===== src/rtl/rename_dispatch_ctrl_pkg.sv =====
// Shared constants and types for the two-wide rename/dispatch controller.
package rename_dispatch_ctrl_pkg;

  localparam int unsigned REG_SEL = 5;
  localparam int unsigned RRF_SEL = 6;
  localparam int unsigned RRF_NUM = 64;

  typedef enum logic {
    ST_RUN   = 1'b0,
    ST_SPLIT = 1'b1
  } dispatch_state_e;

  // Slot-2 fields held across a split issue.
  typedef struct packed {
    logic               dst_en;
    logic [REG_SEL-1:0] dst_num;
  } slot2_hold_t;

endpackage


===== src/rtl/rename_dispatch_ctrl_rrf_ptr_counter.sv =====
// RRF allocation pointer, free-entry count and wrap parity.
module rrf_ptr_counter #(
  parameter int unsigned PTR_W = 6,
  parameter int unsigned NUM   = 64
) (
  input  logic             clk,
  input  logic             reset,
  input  logic [1:0]       alloc_num_i,
  input  logic [1:0]       com_num_i,
  output logic [PTR_W-1:0] rrfptr_o,
  output logic [PTR_W:0]   freenum_o,
  output logic             nextrrfcyc_o
);

  logic [PTR_W:0]   ptr_sum;
  logic [PTR_W:0]   ptr_wrapped;
  logic             ptr_wrap;
  logic [PTR_W-1:0] ptr_d;
  logic [PTR_W+1:0] free_sum;
  logic [PTR_W:0]   free_d;

  always_comb begin
    ptr_sum     = {1'b0, rrfptr_o} + (PTR_W+1)'(alloc_num_i);
    ptr_wrap    = ptr_sum >= (PTR_W+1)'(NUM);
    ptr_wrapped = ptr_sum - (PTR_W+1)'(NUM);
    ptr_d       = ptr_wrap ? ptr_wrapped[PTR_W-1:0] : ptr_sum[PTR_W-1:0];
  end

  // Allocation and commit may land on the same edge; clamp at the table size.
  always_comb begin
    free_sum = {1'b0, freenum_o} - (PTR_W+2)'(alloc_num_i) + (PTR_W+2)'(com_num_i);
    free_d   = (free_sum > (PTR_W+2)'(NUM)) ? (PTR_W+1)'(NUM) : free_sum[PTR_W:0];
  end

  always_ff @(posedge clk or negedge reset) begin
    if (!reset) begin
      rrfptr_o     <= '0;
      freenum_o    <= (PTR_W+1)'(NUM);
      nextrrfcyc_o <= 1'b0;
    end else begin
      rrfptr_o  <= ptr_d;
      freenum_o <= free_d;
      if (ptr_wrap) nextrrfcyc_o <= ~nextrrfcyc_o;
    end
  end

endmodule


===== src/rtl/rename_dispatch_ctrl.sv =====
// Two-wide rename/dispatch sequencer: RRF tag allocation, ARF set-busy, intra-pair RAW handling.
// Optional macro RENAME_BYPASS_EN: dependent pairs issue in one cycle with dep flags instead of splitting.
module rename_dispatch_ctrl
  import rename_dispatch_ctrl_pkg::*;
(
  input  logic               clk,
  input  logic               reset,
  input  logic               dec_valid_i,
  output logic               dec_ready_o,
  input  logic               inst1_dst_en_i,
  input  logic               inst2_dst_en_i,
  input  logic [REG_SEL-1:0] inst1_dst_num_i,
  input  logic [REG_SEL-1:0] inst2_dst_num_i,
  input  logic               inst2_valid_i,
  input  logic [REG_SEL-1:0] inst2_rs1_i,
  input  logic [REG_SEL-1:0] inst2_rs2_i,
  input  logic [1:0]         com_inst_num_i,
  output logic               setbusy1_en_o,
  output logic               setbusy2_en_o,
  output logic [REG_SEL-1:0] setbusy1_num_o,
  output logic [REG_SEL-1:0] setbusy2_num_o,
  output logic [RRF_SEL-1:0] rrftag1_o,
  output logic [RRF_SEL-1:0] rrftag2_o,
  output logic               alloc1_en_o,
  output logic               alloc2_en_o,
  output logic               inst2_rs1_dep_o,
  output logic               inst2_rs2_dep_o,
  output logic [RRF_SEL-1:0] rrfptr_o,
  output logic [RRF_SEL:0]   freenum_o,
  output logic               nextrrfcyc_o
);

`ifdef RENAME_BYPASS_EN
  localparam bit BypassEn = 1'b1;
`else
  localparam bit BypassEn = 1'b0;
`endif

  dispatch_state_e state_q, state_d;
  slot2_hold_t     hold_q, hold_d;

  logic               eff1, eff2, waw;
  logic               dep_rs1, dep_rs2, dep_any;
  logic               accept;
  logic [RRF_SEL-1:0] ptr_plus1;
  logic [1:0]         alloc_num;

  // x0 is never renamed; slot 2 only counts when present.
  assign eff1      = inst1_dst_en_i && (inst1_dst_num_i != '0);
  assign eff2      = inst2_valid_i && inst2_dst_en_i && (inst2_dst_num_i != '0);
  assign waw       = eff1 && eff2 && (inst1_dst_num_i == inst2_dst_num_i);
  assign dep_rs1   = eff1 && inst2_valid_i && (inst2_rs1_i == inst1_dst_num_i);
  assign dep_rs2   = eff1 && inst2_valid_i && (inst2_rs2_i == inst1_dst_num_i);
  assign dep_any   = dep_rs1 || dep_rs2;
  assign ptr_plus1 = rrfptr_o + RRF_SEL'(1);

  assign dec_ready_o = (state_q == ST_RUN) && (freenum_o >= (RRF_SEL+1)'(2));
  assign accept      = dec_valid_i && dec_ready_o;
  assign alloc_num   = {1'b0, alloc1_en_o} + {1'b0, alloc2_en_o};

  always_comb begin
    state_d         = state_q;
    hold_d          = hold_q;
    setbusy1_en_o   = 1'b0;
    setbusy2_en_o   = 1'b0;
    setbusy1_num_o  = inst1_dst_num_i;
    setbusy2_num_o  = inst2_dst_num_i;
    rrftag1_o       = rrfptr_o;
    rrftag2_o       = rrfptr_o;
    alloc1_en_o     = 1'b0;
    alloc2_en_o     = 1'b0;
    inst2_rs1_dep_o = 1'b0;
    inst2_rs2_dep_o = 1'b0;
    case (state_q)
      ST_RUN: begin
        if (accept) begin
          if (dep_any && !BypassEn) begin
            alloc1_en_o   = 1'b1;
            setbusy1_en_o = 1'b1;
            hold_d        = '{dst_en: eff2, dst_num: inst2_dst_num_i};
            state_d       = ST_SPLIT;
          end else begin
            alloc1_en_o     = eff1;
            alloc2_en_o     = eff2;
            setbusy1_en_o   = eff1 && !waw;
            setbusy2_en_o   = eff2;
            rrftag2_o       = eff1 ? ptr_plus1 : rrfptr_o;
            inst2_rs1_dep_o = BypassEn && dep_rs1;
            inst2_rs2_dep_o = BypassEn && dep_rs2;
          end
        end
      end
      ST_SPLIT: begin
        // Held slot 2 is the only allocation this cycle, so it takes rrfptr.
        alloc2_en_o    = hold_q.dst_en;
        setbusy2_en_o  = hold_q.dst_en;
        setbusy2_num_o = hold_q.dst_num;
        hold_d         = '0;
        state_d        = ST_RUN;
      end
      default: state_d = ST_RUN;
    endcase
  end

  always_ff @(posedge clk or negedge reset) begin
    if (!reset) begin
      state_q <= ST_RUN;
      hold_q  <= '0;
    end else begin
      state_q <= state_d;
      hold_q  <= hold_d;
    end
  end

  rrf_ptr_counter #(
    .PTR_W (RRF_SEL),
    .NUM   (RRF_NUM)
  ) u_rrf_ptr_counter (
    .clk          (clk),
    .reset        (reset),
    .alloc_num_i  (alloc_num),
    .com_num_i    (com_inst_num_i),
    .rrfptr_o     (rrfptr_o),
    .freenum_o    (freenum_o),
    .nextrrfcyc_o (nextrrfcyc_o)
  );

endmodule


===== config.mk =====
export PLATFORM = sky130hd
export DESIGN_NAME = rename_dispatch_ctrl
export DESIGN_NICKNAME = d
export VERILOG_FILES = /design/src/rtl/rename_dispatch_ctrl_pkg.sv /design/src/rtl/rename_dispatch_ctrl_rrf_ptr_counter.sv /design/src/rtl/rename_dispatch_ctrl.sv
export SDC_FILE = /design/constraint.sdc
export NUM_CORES = 1
export LEC_CHECK = 0
export ABC_AREA = 1
export BUFFER_PORTS_ARGS = -buffer_cell sky130_fd_sc_hd__buf_2
export CAP_MARGIN = 20
export CORE_ASPECT_RATIO = 0.9
export CORE_MARGIN = 2
export CORE_UTILIZATION = 43
export DETAILED_ROUTE_END_ITERATION = 8
export MAX_ROUTING_LAYER = met4
export PLACE_DENSITY_LB_ADDON = 0.12
export SLEW_MARGIN = 0
export SYNTH_ARGS = -nofsm -noshare
export SYNTH_HDL_FRONTEND = slang
export SYNTH_SLANG_ARGS = --single-unit

===== constraint.sdc =====
create_clock -name clk -period 6.76 [get_ports clk]
set_clock_uncertainty 0.15 [all_clocks]
set_input_delay 1.352 -clock clk [delete_from_list [all_inputs] [get_ports clk]]
set_output_delay 1.352 -clock clk [all_outputs]
set_load 0.02 [all_outputs]

==> out/summary.txt, run 1 <==
Outcome = complete, no violations
Flop pwr share = 0.253
Sequential element share of the synthesized area = 0.252
Switching Fraction = 0.536
Fmax = 227 MHz
Final period utilization = 0.651
Area of the core = 4770 um^2
Clk buf depth = 2
HPWL after detailed placement = 3800 um
DRT iter0 DRCs = 65
Grt ovf = 0
Critical path class = primary input to flip-flop
Total track usage = 0.178
Number of synthesized flops with an enable pin = 0
Rows = 24
YS warnings = 0
Synth Instances = 314
Worst path depth = 21
Final slew viol count = 0
Worst path arrival time = 4.41 ns
DRC = 0
ANT cells = 0
Total Negative Setup Slacks = 0 ns
Final hold violations = 0
Synth Register Bits = 21
Clock Power Share = 0.092
Commonest cells in the netlist = nand2_1, inv_1, nand3_1, dfrtp_1
Vias in the first global route = 1768
RSZ-0062 raised after global routing = false
Critical Path RT = 6.77 ns
DP Area = 2400 um^2
IO buf count = 68
Pwr dens = 373 nW/um^2
Async S/R FF share, synth = 1.00
CP top delay family = simple AND/OR/NAND/NOR gates
Cell taking the most area after synthesis = dfrtp_1
# IOs = 71
Hold_buf cts = 0
CP max stage delay = 0.40 ns
Die width = 77.5 um
Cells on worst reg2reg path = 22
Root buffer cell = clkbuf_8
CP max stage cell = fa_1
Fin crit period = 4.40 ns
Synth cell types = 28
Mapped cell area = 2090 um^2
Design Area, Final = 2440 um^2
Gates resized, CTS repair = 0
Routed WL = 4570 um
Cells along the critical path = buf_2 -> nor2_1 -> nand4_1 -> nand2_2 -> nor2_2 -> nand2_2 -> nand2_4 -> o21ai_0 -> ha_1 -> ha_1 -> inv_1 -> ha_1 -> fa_1 -> nand3_1 -> nand2_1 -> nand3_1 -> nand3_1 -> nand2_1 -> nand2_1 -> nand2_1 -> nor2_1
Most frequent CP cell = nand2_1
Clock latency on the worst-skew pair = 0.27 ns
Comb power frac = 0.655
Chip Height = 70.1 um
Max-Cap Viols = 0
Area Growth Syn to Fin = 17.0%
Largest net degree at the start of global routing = 22
CTS HTree Levels = 1
CP Capture Type = flip-flop
1st-pass router iterations = 4
Vias per cell = 4.59
CTS tree = done
Total Power = 913 uW
Synth Flop Type = dfrtp_1
Cell with the most instances after synthesis = nand2_1
Clock-pin slew on the worst setup and hold paths = 0.09 ns
R2R Setup Slk = 2.81 ns
Nets = 420
GPL Wtd Cong = 0.870
Via count = 1998
Internal Power = 423 uW
First-pass GRT wire length = 7780 um
CP bufs+invs = 2
Top fanout value on the critical path = 9
Fraction of layout cells with a size suffix above 1 = 0.246
Startpoint Class = primary input
Initial Utilization = 0.437
Hold/Removal Path Class = flip-flop to flip-flop
TritonCTS Sinks = 21
Clock buffer count from CTS = 3
Synth top area cells = dfrtp_1, nand2_1, ha_1
Number of antenna violations at the first check in global routing = 0
Number of routed nets with antenna violations = 0
Avg Inst Size Synth = 6.65 um^2
Yosys top cell area share = 0.240
Final setup viols = 0
Wirelength per Cell = 10.5 um
Die area = 5430 um^2
# Post-CTS Setup Buffers = 0
Worst hold stages = 1
Psw = 489 uW
Leak = 1.50 nW
Worst vdd ir = 0.227 mV
==> area by class of cell <==
cell class | count | area, um^2
Clock inverter | 1 | 5.00
Timing Repair Buffer | 68 | 340
Multi-Input combinational cell | 225 | 1250
Fill cell | 493 | 2330
Inverter | 52 | 196
Sequential cell | 21 | 527
Clock buffer | 3 | 41.3
Tap cell | 65 | 81.3
==> path summary, 6_finish.rpt <==
kind / to / from
max in group asynchronous: u_rrf_ptr_counter.freenum_o[6] / reset
min in group asynchronous: u_rrf_ptr_counter.rrfptr_o[2] / reset
setup / recovery: u_rrf_ptr_counter.freenum_o[4] / inst1_dst_num_i[2]
hold reg to reg: u_rrf_ptr_counter.nextrrfcyc_o / u_rrf_ptr_counter.nextrrfcyc_o
setup reg to reg: u_rrf_ptr_counter.freenum_o[4] / u_rrf_ptr_counter.freenum_o[6]
hold / removal: u_rrf_ptr_counter.nextrrfcyc_o / u_rrf_ptr_counter.nextrrfcyc_o
==> state kept, by name, summed over array words and instances, names as in the netlist <==
register and count:
u_rrf_ptr_counter.rrfptr_o 6, u_rrf_ptr_counter.nextrrfcyc_o 1, state_q 1, u_rrf_ptr_counter.freenum_o 7
hold_q 6
==> worst register-to-register path, stage by stage (launching register included) <==
cell,delay [ns]
dfstp_2,0.58
inv_1,0.10
ha_1,0.18
o21ai_1,0.07
nor2_1,0.06
nand2_1,0.10
nand3_2,0.14
inv_2,0.20
nand2_1,0.06
o21ai_0,0.27
ha_1,0.32
ha_1,0.28
inv_1,0.04
ha_1,0.19
fa_1,0.40
nand3_1,0.12
nand2_1,0.08
nand3_1,0.10
nand3_1,0.08
nand2_1,0.11
nand2_1,0.06
nand2_1,0.13
nor2_1,0.06
==> cells in the final DEF, fill, tap and decap left out, drive strengths merged, types with 6 or more instances in the layout <==
cell	instances
a21oi	6
buf	68
dfrtp	20
ha	18
inv	50
nand2	113
nand3	24
nand4	13
nor2	22
xnor2	7
xor2	9
==> layer usage <==
layer | part of all wire | wire (um) | up-vias | track usage
li1 | - | - | 1066 | -
met1 | 0.48 | 2190 | 890 | 0.229
met2 | 0.47 | 2150 | 38 | 0.300
met3 | 0.041 | 188 | 4 | 0.0207
met4 | 0.010 | 46 | 0 | 0.0437
met5 | 0 | 0 | - | -
==> cell families after synthesis <==
kind of cell	synth area share
flops	0.252
fa+ha+maj	0.137
compound gates	0.0240
buf+inv	0.150
xor+xnor	0.0671
other cells	0.00180
simple gates	0.368
==> through the flow <==
stage,setup slack [ns],util,std cells,hold WS (ns)
finish,2.36,0.512,435,0.318
global route,1.99,0.512,435,0.334
CTS,2.30,0.512,435,0.320
detailed placement,2.03,0.502,431,0.307
global placement,2.02,0.502,431,0.301
floorplan,2.07,-,315,0.322
==> power by group through the flow <==
stage	clock network (mW)	registers (mW)	logic [mW]
after floorplan	0	0.259	0.432
after global placement	0	0.234	0.599
after detailed placement	0	0.235	0.603
after CTS	0.0869	0.233	0.605
after global routing	0.0948	0.241	0.679
final	0.0841	0.231	0.597
(Power assumes the default switching activity.)
==> run 2, diff against run 1 <==
- clock period: 6.76 -> 3.99 ns (I/O delays scaled with it)
==> out/summary.txt, run 2 (synthesized netlist as in run 1, its figures left out) <==
RSZ-0062 raised after global routing = false (unchanged)
Max reg flops = 7 (unchanged)
Grt ovf = 0 (unchanged)
GPL Wtd Cong = 0.919 (was 0.870)
Total track usage = 0.184 (was 0.178)
Area of the core = 4770 um^2 (unchanged)
Critical Path RT = 4.03 ns (was 6.77 ns)
Cells on worst reg2reg path = 23 (was 22)
Largest net degree at the start of global routing = 22 (unchanged)
Vias in the first global route = 1835 (was 1768)
Final slew viol count = 0 (unchanged)
Hold/Removal Path Class = flip-flop to flip-flop (unchanged)
Fmax = 271 MHz
Die area = 5430 um^2 (unchanged)
First-pass GRT wire length = 7940 um (was 7780 um)
Clock-pin slew on the worst setup and hold paths = 0.08 ns (was 0.09 ns)
Top fanout value on the critical path = 5 (was 9)
Fraction of layout cells with a size suffix above 1 = 0.269 (was 0.246)
CTS HTree Levels = 1 (unchanged)
Number of routed nets with antenna violations = 0 (unchanged)
DRT iter0 DRCs = 37 (was 65)
HPWL after detailed placement = 3930 um (was 3800 um)
DRC = 0 (unchanged)
# fillers = 481 (was 493)
Worst hold start = u_rrf_ptr_counter.nextrrfcyc_o (unchanged)
Most frequent cells in the layout = nand2_1, buf_2, inv_1 (unchanged)
Fin Hold WS = 0.316 ns (was 0.318 ns)
ANT cells = 0 (unchanged)
Top reg by flops = u_rrf_ptr_counter.freenum_o (unchanged)
Fin crit period = 3.69 ns
# IOs = 71 (unchanged)
Area Growth Syn to Fin = 20.8% (was 17.0%)
Initial Utilization = 0.437 (unchanged)
1st-pass router iterations = 4 (unchanged)
Pwr dens = 620 nW/um^2 (was 373 nW/um^2)
Rows = 24 (unchanged)
RR Endpoint = u_rrf_ptr_counter.freenum_o[3] (was u_rrf_ptr_counter.freenum_o[4])
Vias per cell = 4.56 (was 4.59)
CTS tree = done (unchanged)
Commonest non-fill, non-tap cell in the layout = nand2_1 (unchanged)
Worst vdd ir = 0.491 mV (was 0.227 mV)
Clk buf depth = 2 (unchanged)
Hold_buf cts = 0 (unchanged)
Clock latency on the worst-skew pair = 0.26 ns (was 0.27 ns)
Critical path class = flip-flop to flip-flop (was primary input to flip-flop)
R2R Setup Slk = 0.30 ns (was 2.81 ns)
Root buffer cell = clkbuf_8 (unchanged)
Via count = 2023 (was 1998)
Final period utilization = 0.926
Startpoint Class = flip-flop (was primary input)
Max-Cap Viols = 0 (unchanged)
IO buf count = 68 (unchanged)
Nets = 429 (was 420)
Number of antenna violations at the first check in global routing = 0 (unchanged)
Final setup viols = 0 (unchanged)
Worst R2R Start = u_rrf_ptr_counter.freenum_o[6] (unchanged)
Final hold violations = 0 (unchanged)
Total Negative Setup Slacks = 0 ns (unchanged)
Worst path arrival time = 3.73 ns (was 4.41 ns)
Leak = 1.55 nW (was 1.50 nW)
Outcome = complete, no violations (unchanged)
TritonCTS Sinks = 21 (unchanged)
Wirelength per Cell = 10.7 um (was 10.5 um)
Chip Height = 70.1 um (unchanged)
Regs by FF count = u_rrf_ptr_counter.freenum_o (7), hold_q (6), u_rrf_ptr_counter.rrfptr_o (6) (unchanged)
Clock buffer count from CTS = 3 (unchanged)
Die width = 77.5 um (unchanged)
Routed WL = 4740 um (was 4570 um)
Hold Path Sink = u_rrf_ptr_counter.nextrrfcyc_o (unchanged)
Worst hold stages = 1 (unchanged)
CP Capture Type = flip-flop (unchanged)
Setup crit start = u_rrf_ptr_counter.freenum_o[6] (was inst1_dst_num_i[2])
==> run 2: layout make-up <==
cell class | count | area, um^2 | share of cell area
repair buffers | 77 | 408 | 0.162
flip-flops and latches | 21 | 527 | 0.209
multi-input cells | 225 | 1260 | 0.501
clock buffers | 3 | 41.3 | 0.0164
clock inverters | 1 | 5.00 | 0.00198
inverters | 52 | 196 | 0.0779
well taps | 65 | 81.3 | 0.0322
==> run 2: how the worst max path moves through the flow <==
stage	end	cells past startpoint
3_3_place_gp	u_rrf_ptr_counter.freenum_o[4]	22
4_1_cts	u_rrf_ptr_counter.freenum_o[3]	23
5_1_grt	u_rrf_ptr_counter.freenum_o[3]	23
2_1_floorplan	u_rrf_ptr_counter.freenum_o[0]	20
3_5_place_dp	u_rrf_ptr_counter.freenum_o[1]	22
6_report	u_rrf_ptr_counter.freenum_o[3]	23
==> run 2: where the power goes <==
part           internal, mW  switching [mW]  total [mW]
clock                0.0695          0.0692       0.139
sequential            0.296          0.0937       0.390
combinational         0.365           0.671        1.04
==> run 2: repair_timing <==
item,CTS,global route
gates resized for setup,0,3
buffers inserted,0,3
setup endpoints to repair,0,5
==> run 2: metrics by stage <==
| stage | worst slack (ns) | instance area (um^2) | total power, mW | instances | utilization |
|---|---|---|---|---|---|
| after global placement | 0.0211 | 2440 | 1.42 | 437 | 0.512 |
| after floorplan | 0.0861 | 2090 | 1.17 | 315 | - |
| after CTS | 0.265 | 2490 | 1.58 | 441 | 0.521 |
| after detailed placement | 0.0145 | 2440 | 1.43 | 437 | 0.512 |
| after global routing | 0.00259 | 2520 | 1.74 | 444 | 0.528 |
| final | 0.296 | 2520 | 1.56 | 444 | 0.528 |
==> run 2: critical path, stage by stage (launching register included) <==
cell and delay, ns:
dfstp_2 0.57, inv_1 0.09, ha_1 0.20, inv_1 0.05, o21ai_1 0.05, nor2_1 0.10
nand2_1 0.11, nand3_4 0.11, inv_2 0.04, nand2_1 0.07, o21ai_2 0.06, ha_1 0.31
ha_1 0.28, inv_1 0.04, ha_1 0.20, fa_1 0.40, xor2_1 0.19, nor2_1 0.09
nand3_1 0.08, nor2_1 0.10, nand2_1 0.05, nand2_1 0.05, nand2_1 0.11, nor2_1 0.12
==> run 2: layer usage <==
layer / part of all wire / up-vias / routed length [um] / track usage
li1: - / 1082 / - / -
met1: 0.47 / 906 / 2240 / 0.235
met2: 0.49 / 33 / 2330 / 0.315
met3: 0.032 / 2 / 153 / 0.0245
met4: 0.0042 / 0 / 20 / 0.0357
met5: 0 / - / 0 / -
==> run 3, diff against run 2 <==
- ABC_AREA: 1 -> not set
- CORE_ASPECT_RATIO: 0.9 -> 1.5
==> out/summary.txt, run 3 <==
HPWL after detailed placement = 3620 um (was 3930 um)
Fraction of layout cells with a size suffix above 1 = 0.469 (was 0.269)
Seq. cell area = 527 um^2 (unchanged)
# IOs = 71 (unchanged)
Synth Flop Type = dfrtp_1 (unchanged)
Area of the core = 4170 um^2 (was 4770 um^2)
Vias in the first global route = 1578 (was 1835)
Largest net degree at the start of global routing = 22 (unchanged)
Regs by FF count = u_rrf_ptr_counter.freenum_o (7), hold_q (6), u_rrf_ptr_counter.rrfptr_o (6) (unchanged)
Final period utilization = 0.976 (was 0.926)
Fin crit period = 3.90 ns (was 3.69 ns)
Critical path class = primary input to flip-flop (was flip-flop to flip-flop)
CTS tree = done (unchanged)
Total Power = 1.63 mW (was 1.56 mW)
CP top delay family = adder cells (unchanged)
Async S/R FF share, synth = 1.00 (unchanged)
Commonest non-fill, non-tap cell in the layout = buf_2 (was nand2_1)
Hold_buf cts = 0 (unchanged)
Mapped cell area = 1840 um^2 (was 2090 um^2)
Slew @ Worst Pin = 0.516 ns
Clock latency on the worst-skew pair = 0.26 ns (about the same)
GPL Wtd Cong = 0.827 (was 0.919)
1st-pass router iterations = 3 (was 4)
Synth Instances = 201 (was 314)
Wirelength per Cell = 13.6 um (was 10.7 um)
Number of synthesized flops with an enable pin = 0 (unchanged)
Cell taking the most area after synthesis = dfrtp_1 (unchanged)
TritonCTS Sinks = 21 (unchanged)
Synth top area cells = dfrtp_1, ha_1, xor2_1 (was dfrtp_1, nand2_1, ha_1)
Yosys top cell area share = 0.272 (was 0.240)
First-pass GRT wire length = 7310 um (was 7940 um)
Via count = 1676 (was 2023)
Hold/Removal Path Class = flip-flop to flip-flop (unchanged)
Worst vdd ir = 0.420 mV (was 0.491 mV)
# fillers = 397 (was 481)
Total track usage = 0.195 (was 0.184)
DRC = 0 (unchanged)
Avg Inst Size Synth = 9.16 um^2 (was 6.65 um^2)
Sequential element share of the synthesized area = 0.286 (was 0.252)
Leak = 1.31 nW (was 1.55 nW)
Core Util, Final = 0.609 (was 0.528)
YS warnings = 0 (unchanged)
Clock-pin slew on the worst setup and hold paths = 0.08 ns (about the same)
Final setup viols = 0 (unchanged)
Commonest cells in the netlist = dfrtp_1, ha_1, inv_1, xor2_1, buf_4 (was nand2_1, inv_1, nand3_1, dfrtp_1)
Rows = 29 (was 24)
Chip Height = 84.1 um (was 70.1 um)
DRT iter0 DRCs = 42 (was 37)
Synth Register Bits = 21 (unchanged)
CP max stage delay = 0.53 ns (was 0.57 ns)
Multi-input logic area = 1230 um^2 (was 1260 um^2)
Clk buf depth = 2 (unchanged)
Grt ovf = 0 (unchanged)
Routed WL = 4570 um (was 4740 um)
Startpoint Class = primary input (was flip-flop)
IO buf count = 68 (unchanged)
Clock buffer count from CTS = 3 (unchanged)
Most frequent cells in the layout = buf_2, buf_4, dfrtp_1 (was nand2_1, buf_2, inv_1)
Number of antenna violations at the first check in global routing = 0 (unchanged)
CP Capture Type = flip-flop (unchanged)
RSZ-0062 raised after global routing = true (was false)
Rel. slew slack = 0.656
Die area = 4830 um^2 (was 5430 um^2)
Nets = 340 (was 429)
Max-Cap Viols = 0 (unchanged)
Fin Hold WS = 0.314 ns (was 0.316 ns)
CP bufs+invs = 3 (was 4)
Outcome = complete, no violations (unchanged)
Area Growth Syn to Fin = 38.1% (was 20.8%)
Number of routed nets with antenna violations = 0 (unchanged)
Final hold violations = 0 (unchanged)
Initial Utilization = 0.441 (was 0.437)
CTS HTree Levels = 1 (unchanged)
Pwr dens = 640 nW/um^2 (was 620 nW/um^2)
Max reg flops = 7 (unchanged)
Root buffer cell = clkbuf_8 (unchanged)
Fmax = 257 MHz (was 271 MHz)
Synth cell types = 40 (was 28)
Top fanout value on the critical path = 7 (was 5)
Die width = 57.4 um (was 77.5 um)
Final slew viol count = 0 (unchanged)
Vias per cell = 4.99 (was 4.56)
Critical Path RT = 4.03 ns (about the same)
ANT cells = 0 (unchanged)
Worst path arrival time = 3.94 ns (was 3.73 ns)
CP max stage cell = or4_1 (was dfstp_2)
Top reg by flops = u_rrf_ptr_counter.freenum_o (unchanged)
Cell with the most instances after synthesis = dfrtp_1 (was nand2_1)
Cells along the critical path = buf_2 -> or4_1 -> o211ai_1 -> buf_4 -> o31ai_4 -> ha_4 -> fa_1 -> inv_2 -> fa_2 -> a21oi_2 -> o21bai_1 -> a221oi_2 -> xnor2_2 -> or2_4 (was inv_1 -> ha_1 -> inv_1 -> o21ai_1 -> nor2_1 -> nand2_1 -> nand3_4 -> inv_2 -> nand2_1 -> o21ai_2 -> ha_1 -> ha_1 -> inv_1 -> ha_1 -> fa_1 -> xor2_1 -> nor2_1 -> nand3_1 -> nor2_1 -> nand2_1 -> nand2_1 -> nand2_1 -> nor2_1)
## run 3: changes by cell type after synthesis, moves of 6 or more
cell     delta
inv_1      -25
inv_2       -6
mux2_2      +6
nand2_1    -98
nand3_1    -13
nand4_1    -12
nor2_1     -11
nor3_1      +8
o21ai_0     +6
xor2_1      +9
## run 3: cell type report
type	instances	area share
Clock inverter	1	0.00197
Tap cell	46	0.0226
Inverter	19	0.0281
Timing Repair Buffer	101	0.239
Clock buffer	3	0.0162
Multi-Input combinational cell	145	0.485
Sequential cell	21	0.207
## run 3: path summary, 6_finish.rpt
kind,slack [ns],endpoint,start,cells past startpoint
worst max-delay path,0.09,u_rrf_ptr_counter.freenum_o[6],inst2_dst_num_i[1],14
worst min-delay path,0.31,u_rrf_ptr_counter.nextrrfcyc_o,u_rrf_ptr_counter.nextrrfcyc_o,1
worst max register to register,0.10,u_rrf_ptr_counter.freenum_o[6],state_q,15
worst min register to register,0.31,u_rrf_ptr_counter.nextrrfcyc_o,u_rrf_ptr_counter.nextrrfcyc_o,1
max in group asynchronous,2.97,u_rrf_ptr_counter.freenum_o[6],reset,1
min in group asynchronous,0.35,hold_q[1],reset,1
## run 3: per-stage QoR
step,cells,setup WS [ns],instance area (um^2),TNS [ns]
after detailed placement,326,-0.338,2380,-1.97
after floorplan,202,-0.255,1900,-1.43
final,336,0.0943,2540,0
after global routing,336,-0.0982,2540,-0.397
after global placement,326,-0.313,2380,-1.81
after CTS,330,0.00188,2430,0
## run 3: cell families (layout without fill, tap and decap cells)
group           Yosys count  in the layout  synth area share
xor+xnor                 30             30             0.143
fa+ha+maj                21             21             0.155
mux                       6              6            0.0367
compound gates           32             32             0.111
buf+inv                  36            124             0.107
flops                    21             21             0.286
simple gates             54             54             0.159
other cells               1              2           0.00204
## run 3: timing repair
item,CTS,global route
pin swaps,4,17
buffers inserted,0,6
resized for setup,2,18
setup endpoints to repair,7,7
## run 3: routing by layer
layer,global-route usage,wire length (um),vias up
met3,0.0248,163,2
met5,-,0,-
met2,0.366,2540,32
li1,-,-,849
met4,0.0254,13,0
met1,0.220,1850,793
## run 3: where the power goes
group          internal [mW]  leakage (nW)  switching [mW]
sequential             0.291         0.274          0.0868
clock                 0.0695        0.0255          0.0693
combinational          0.477          1.01           0.634
total                  0.837          1.31           0.790
